$ cat src/rtl/nibble_pkg.sv
// Shared definitions for the nibble processor exec unit: control/op/func codes,
// instruction field layout and exec-unit state encoding.
package nibble_pkg;

  localparam logic [1:0] CTRL_IDLE  = 2'b00;
  localparam logic [1:0] CTRL_EXEC  = 2'b01;
  localparam logic [1:0] CTRL_FETCH = 2'b10;

  localparam logic [1:0] OP_NOP  = 2'b00;
  localparam logic [1:0] OP_ALU  = 2'b01;
  localparam logic [1:0] OP_HALT = 2'b10;

  localparam logic [1:0] FUNC_LOAD = 2'b00;
  localparam logic [1:0] FUNC_ADD  = 2'b01;
  localparam logic [1:0] FUNC_SUB  = 2'b10;
  localparam logic [1:0] FUNC_XOR  = 2'b11;

  localparam int IR_OP_LSB   = 6;
  localparam int IR_FUNC_LSB = 4;
  localparam int IR_IMM_LSB  = 0;

  typedef enum logic [1:0] {
    ST_IDLE   = 2'b00,
    ST_REQ    = 2'b01,
    ST_EXEC   = 2'b10,
    ST_HALTED = 2'b11
  } exec_state_e;

  function automatic logic [1:0] ir_op(input logic [7:0] ir);
    return ir[IR_OP_LSB +: 2];
  endfunction

  function automatic logic [1:0] ir_func(input logic [7:0] ir);
    return ir[IR_FUNC_LSB +: 2];
  endfunction

  function automatic logic [3:0] ir_imm(input logic [7:0] ir);
    return ir[IR_IMM_LSB +: 4];
  endfunction

  // Both 10 and 11 are HALT-class, so only the top op bit matters.
  function automatic logic is_halt(input logic [1:0] op);
    return (op & OP_HALT) != 2'b00;
  endfunction

endpackage

$ cat src/rtl/nibble_alu.sv
// Combinational 4-bit accumulator ALU: LOAD / ADD / SUB / XOR on acc and imm.
module nibble_alu
  import nibble_pkg::*;
(
  input  logic [3:0] acc,
  input  logic [3:0] imm,
  input  logic [1:0] func,
  input  logic       carry_in,
  output logic [3:0] acc_next,
  output logic       carry_next
);

  logic [4:0] sum;

  always_comb begin
    sum        = {1'b0, acc} + {1'b0, imm};
    acc_next   = acc;
    carry_next = carry_in;
    case (func)
      FUNC_LOAD: acc_next = imm;
      FUNC_ADD:  {carry_next, acc_next} = sum;
      FUNC_SUB: begin
        acc_next   = acc - imm;
        carry_next = (acc < imm);
      end
      FUNC_XOR:  acc_next = acc ^ imm;
      default: ;
    endcase
  end

endmodule

$ cat src/rtl/nibble_exec_unit.sv
// Exec unit answering the central controller: fetches instruction bytes over a
// req/ack memory handshake and executes them on a 4-bit accumulator.
module nibble_exec_unit
  import nibble_pkg::*;
#(
  parameter int              ADDR_W   = 4,
  parameter logic [ADDR_W-1:0] RESET_PC = '0
) (
  input  logic              clk,
  input  logic              reset,
  input  logic [1:0]        ctrl,
  output logic [1:0]        op,
  output logic              ready,
  output logic              halted,
  output logic              mem_req,
  output logic [ADDR_W-1:0] mem_addr,
  input  logic              mem_ack,
  input  logic [7:0]        mem_rdata,
  output logic [3:0]        acc,
  output logic              carry,
  output logic [ADDR_W-1:0] pc
);

  exec_state_e       state_q, state_d;
  logic [ADDR_W-1:0] pc_q, pc_d;
  logic [7:0]        ir_q, ir_d;
  logic [3:0]        acc_q, acc_d;
  logic              carry_q, carry_d;
  logic              halted_q, halted_d;
  logic              ready_q, ready_d;
  logic              mem_req_q, mem_req_d;

  logic [3:0]        alu_acc;
  logic              alu_carry;

  nibble_alu u_alu (
    .acc        (acc_q),
    .imm        (ir_imm(ir_q)),
    .func       (ir_func(ir_q)),
    .carry_in   (carry_q),
    .acc_next   (alu_acc),
    .carry_next (alu_carry)
  );

  always_comb begin
    state_d   = state_q;
    pc_d      = pc_q;
    ir_d      = ir_q;
    acc_d     = acc_q;
    carry_d   = carry_q;
    halted_d  = halted_q;
    ready_d   = 1'b0;
    mem_req_d = 1'b0;
    case (state_q)
      ST_IDLE: begin
        if (ctrl == CTRL_FETCH) begin
          state_d   = ST_REQ;
          mem_req_d = 1'b1;
        end else if (ctrl == CTRL_EXEC) begin
          state_d = ST_EXEC;
        end
      end
      // Once a fetch is issued it runs to completion; ctrl is not looked at.
      ST_REQ: begin
        if (mem_ack) begin
          ir_d    = mem_rdata;
          pc_d    = pc_q + 1'b1;
          ready_d = 1'b1;
          state_d = ST_IDLE;
        end else begin
          mem_req_d = 1'b1;
        end
      end
      ST_EXEC: begin
        if (is_halt(ir_op(ir_q))) begin
          halted_d = 1'b1;
          state_d  = ST_HALTED;
        end else begin
          if (ir_op(ir_q) == OP_ALU) begin
            acc_d   = alu_acc;
            carry_d = alu_carry;
          end
          ready_d = 1'b1;
          state_d = ST_IDLE;
        end
      end
      default: ;
    endcase
  end

  always_ff @(posedge clk) begin
    if (reset) begin
      state_q   <= ST_IDLE;
      pc_q      <= RESET_PC;
      ir_q      <= 8'h00;
      acc_q     <= 4'h0;
      carry_q   <= 1'b0;
      halted_q  <= 1'b0;
      ready_q   <= 1'b0;
      mem_req_q <= 1'b0;
    end else begin
      state_q   <= state_d;
      pc_q      <= pc_d;
      ir_q      <= ir_d;
      acc_q     <= acc_d;
      carry_q   <= carry_d;
      halted_q  <= halted_d;
      ready_q   <= ready_d;
      mem_req_q <= mem_req_d;
    end
  end

  assign op       = ir_op(ir_q);
  assign ready    = ready_q;
  assign halted   = halted_q;
  assign mem_req  = mem_req_q;
  assign mem_addr = pc_q;
  assign acc      = acc_q;
  assign carry    = carry_q;
  assign pc       = pc_q;

endmodule

$ cat config.mk
export PLATFORM = sky130hd
export DESIGN_NAME = nibble_exec_unit
export DESIGN_NICKNAME = d
export VERILOG_FILES = /design/src/rtl/nibble_pkg.sv /design/src/rtl/nibble_alu.sv /design/src/rtl/nibble_exec_unit.sv
export SDC_FILE = /design/constraint.sdc
export NUM_CORES = 1
export LEC_CHECK = 0
export ABC_AREA = 1
export CORE_MARGIN = 5
export CORE_UTILIZATION = 40
export CTS_BUF_LIST = sky130_fd_sc_hd__clkbuf_4 sky130_fd_sc_hd__clkbuf_8
export DETAILED_ROUTE_END_ITERATION = 8
export GPL_ROUTABILITY_DRIVEN = 0
export PLACE_DENSITY = 0.62
export REMOVE_ABC_BUFFERS = 1
export SLEW_MARGIN = 0
export SYNTH_ARGS = -nofsm -noshare
export SYNTH_HDL_FRONTEND = slang
export SYNTH_SLANG_ARGS = --single-unit
$ cat constraint.sdc
create_clock -name clk -period 3.6 [get_ports clk]
set_input_delay 0.54 -clock clk [delete_from_list [all_inputs] [get_ports clk]]
set_output_delay 0.54 -clock clk [all_outputs]
set_load 0.05 [all_outputs]
==> results.env <==
STATUS='finished clean'
DRTANTENNAVIOLNETS=0
GLOBAL_ROUTE.OVERFLOW_TOTAL=0
FINALHOLDWORSTSLACK_NS=0.4660
WORST_SLEW_PIN_SLEW_NS=0.5068
DP_WORST_SETUP_SLACK_NS=1.613
DR.PASS1.ITERS=4
CTS.HTREE.LEVELS=1
POWER.LEAKAGE_nW=0.7245
ROUTE.DETAILED.VIAS_PER_INST=4.784
CLOCK_SINK_COUNT=22
TOTALPOWERFINAL_mW=0.8968
PLACE.DETAILED.HPWL_UM=2453
SYNTH_AREA_UM2=1366
CTSHOLDBUFFERS=0
CTS_REPAIR_RESIZE_COUNT=0
NETLIST.AREA_LEADER.SHARE=0.3223
PLACEMENT.CELL_AREA_UM2=1665
VDD_DROP_MAX_mV=0.2582
ANTENNA_FOUND_INITIAL=0
TIMING.CRITICAL_PATH.MAX_DELAY_FAMILY='buffers and inverters'
SYNTH-EDFF-COUNT=0
DIE-HEIGHT_UM=68.45
POST_ROUTE_CELLS_DRIVE_ABOVE_1_SHARE=0.05392
AREAGROWTHSYNTHTOFINISH_PCT=25.73
HOLDCRITPATHCLASS='register to register'
TOTALWIRELENGTH_UM=3103
CP_SLOWEST_STAGE_DELAY_NS=0.84
SETUP_VIOL_COUNT_FINAL=0
TIMING.CRITICAL_PATH.CELLS='clkdlybuf4s50_1'
ACHIEVABLE-FREQUENCY_GHz=0.4670
DESIGN.DIE.AREA_UM2=4685
CTS_TREE='done'
TIMING.CLOCK.SKEW_NS=0.001833
CRITICAL_PATH_BUF_INV_COUNT=1
MAX_CAP_VIOLATIONS=0
SLEW-LIMIT-HEADROOM=0.6610
TOTAL_VIAS_IN_THE_FINAL_ROUTE=1196
CRIT_PATH_MAX_FANOUT=6
WIRE_LENGTH_OF_THE_FIRST_GLOBAL_ROUTING_PASS_UM=5216
ROWS=21
SYN_AVG_CELL_AREA_UM2=7.633
WORST_EP_ARRIVAL_TIME_NS=1.60
YS_SEQ_AREA_FRAC=0.3223
DIEWIDTH_UM=68.45
YOSYS_WARNINGS=0
POST-ROUTE-PERIOD-UTIL=0.5948
AVGROUTEDWIREPERCELL_UM=12.41
PWR_DENSITY_CELL_nW_PER_UM2=522.1
FF2FF_SETUP_SLACK_NS=1.84
CLOCKBUFFERDEPTH=2
FINALCRITICALPERIOD_NS=2.141
FINALWORSTSETUPSLACK_NS=1.459
YS_SEQ_ELEMENTS=22
CTS_POST_SETUP_BUFFERS_INSERTED=0
LIBRARY_CELL_WITH_THE_HIGHEST_INSTANCE_COUNT_AFTER_SYNTHESIS='sky130_fd_sc_hd__inv_1'
HOLD_VIOL_FINAL=0
CORE_AREA_UM2=3311
SETUP_TNS_NS=0
CTS_MADE_BUFFERS=3
RSZ0062_AT_GRT='no'
FIRST_GLOBAL_VIAS=1219
SYN_INST=179
IO_PINS=31
TIMING_MAX_TRANSITION_VIOLATIONS_FINAL=0
DRT-INITIAL-DRC-COUNT=54
YOSYS.AREA.TOP_TYPE='sky130_fd_sc_hd__dfxtp_1'
SYNTH.LIB_CELLS_USED.DISTINCT=27
GLOBALROUTETOTALUTIL=0.1495
CLOCK_LATENCY_NS=0.32
SHARE_OF_SYNTHESIZED_FLIP_FLOPS_WITH_AN_ASYNCHRONOUS_SET_OR_RESET=0
WORST-ENDPOINT-REQUIRED_NS=3.06
CRITICAL_PATH.STARTPOINT_TYPE='register'
YS_TOP_CELLS_BY_AREA='sky130_fd_sc_hd__dfxtp_1, sky130_fd_sc_hd__ha_1, sky130_fd_sc_hd__a21oi_1, sky130_fd_sc_hd__inv_1, sky130_fd_sc_hd__o21ai_0'
PORT-BUFFER-COUNT=30
CP_CLASS='register to primary output'
START_UTIL=0.4127
GRT_START_MAX_NET_PINS=17
NUM-NETS-FINAL=238
SYNTH-MAIN-FF-CELL='sky130_fd_sc_hd__dfxtp_1'
ROOT_CELL_OF_THE_CLOCK_TREE='sky130_fd_sc_hd__clkbuf_4'
SYNTH_COMMON_CELLS='sky130_fd_sc_hd__inv_1, sky130_fd_sc_hd__dfxtp_1, sky130_fd_sc_hd__a21oi_1'
FINAL_AREA_UM2=1718
CTS.CLK_SLEW.WORST_PATHS_NS=0.13
DRC_ERRORS=0
DIODES=0
END_KIND='primary output'
WORST_PATH_SLOWEST_CELL='sky130_fd_sc_hd__clkdlybuf4s50_1'
## layout make-up
class / count / area, um2
well taps: 46 / 57.56
inverters: 29 / 108.9
clock inverters: 1 / 30.03
fillers: 361 / 1593
clock buffers: 3 / 22.52
multi-input cells: 119 / 758.2
repair buffers: 30 / 300.3
flip-flops and latches: 22 / 440.4
## routing by layer
layer	part of all wire	GRT usage	vias up
met2	0.46	0.2491	20
li1	-	-	629
met5	0	0	-
met1	0.50	0.1899	543
met3	0.036	0.02791	4
met4	0.0093	0.05459	0
## cells by family (layout without fill, tap and decap cells)
family	after synthesis	in the layout	synth area share
and+or+nand+nor	53	53	0.1685
AOI/OAI and AO/OA	46	46	0.1923
buffers and inverters	38	63	0.1227
DFF	22	22	0.3223
adders and majority gates	20	20	0.1941
## power by group
group	internal (mW)	total (mW)	switching (mW)	leakage (nW)
Combinational	0.141	0.385	0.244	0.518
Sequential	0.284	0.318	0.0345	0.179
Clock	0.113	0.193	0.0808	0.0279
## sequential cells by signal, indices dropped and copies added, names as in the netlist
signal / cells
ir_q: 8
acc: 4
mem_addr: 4
state_q: 2
carry: 1
halted: 1
mem_req: 1
ready: 1
## cell usage in the layout, fill, tap and decap left out, drive strengths merged
cell	n
and3	1
clkbuf	3
ha	18
a21oi	23
nor3	3
inv	29
nand3	8
o211ai	2
clkdlybuf4s50	30
a31oi	1
nand2	21
dfxtp	22
nor2	17
bufinv	1
o21ai	16
fa	2
or2	3
o31ai	1
a221oi	2
o22ai	1
## worst paths after layout
kind               start      to  cells after the start
min               halted  halted                      2
max          mem_addr[1]   pc[1]                      1
max reg2reg      ir_q[0]  acc[2]                      8
min reg2reg       halted  halted                      2
## through the flow
stage,utilization,cells
floorplan,-,170
global placement,0.5030,246
detailed placement,0.5030,246
CTS,0.5189,250
global route,0.5189,250
finish,0.5189,250
Note: power is estimated with default switching activity, not from simulation.
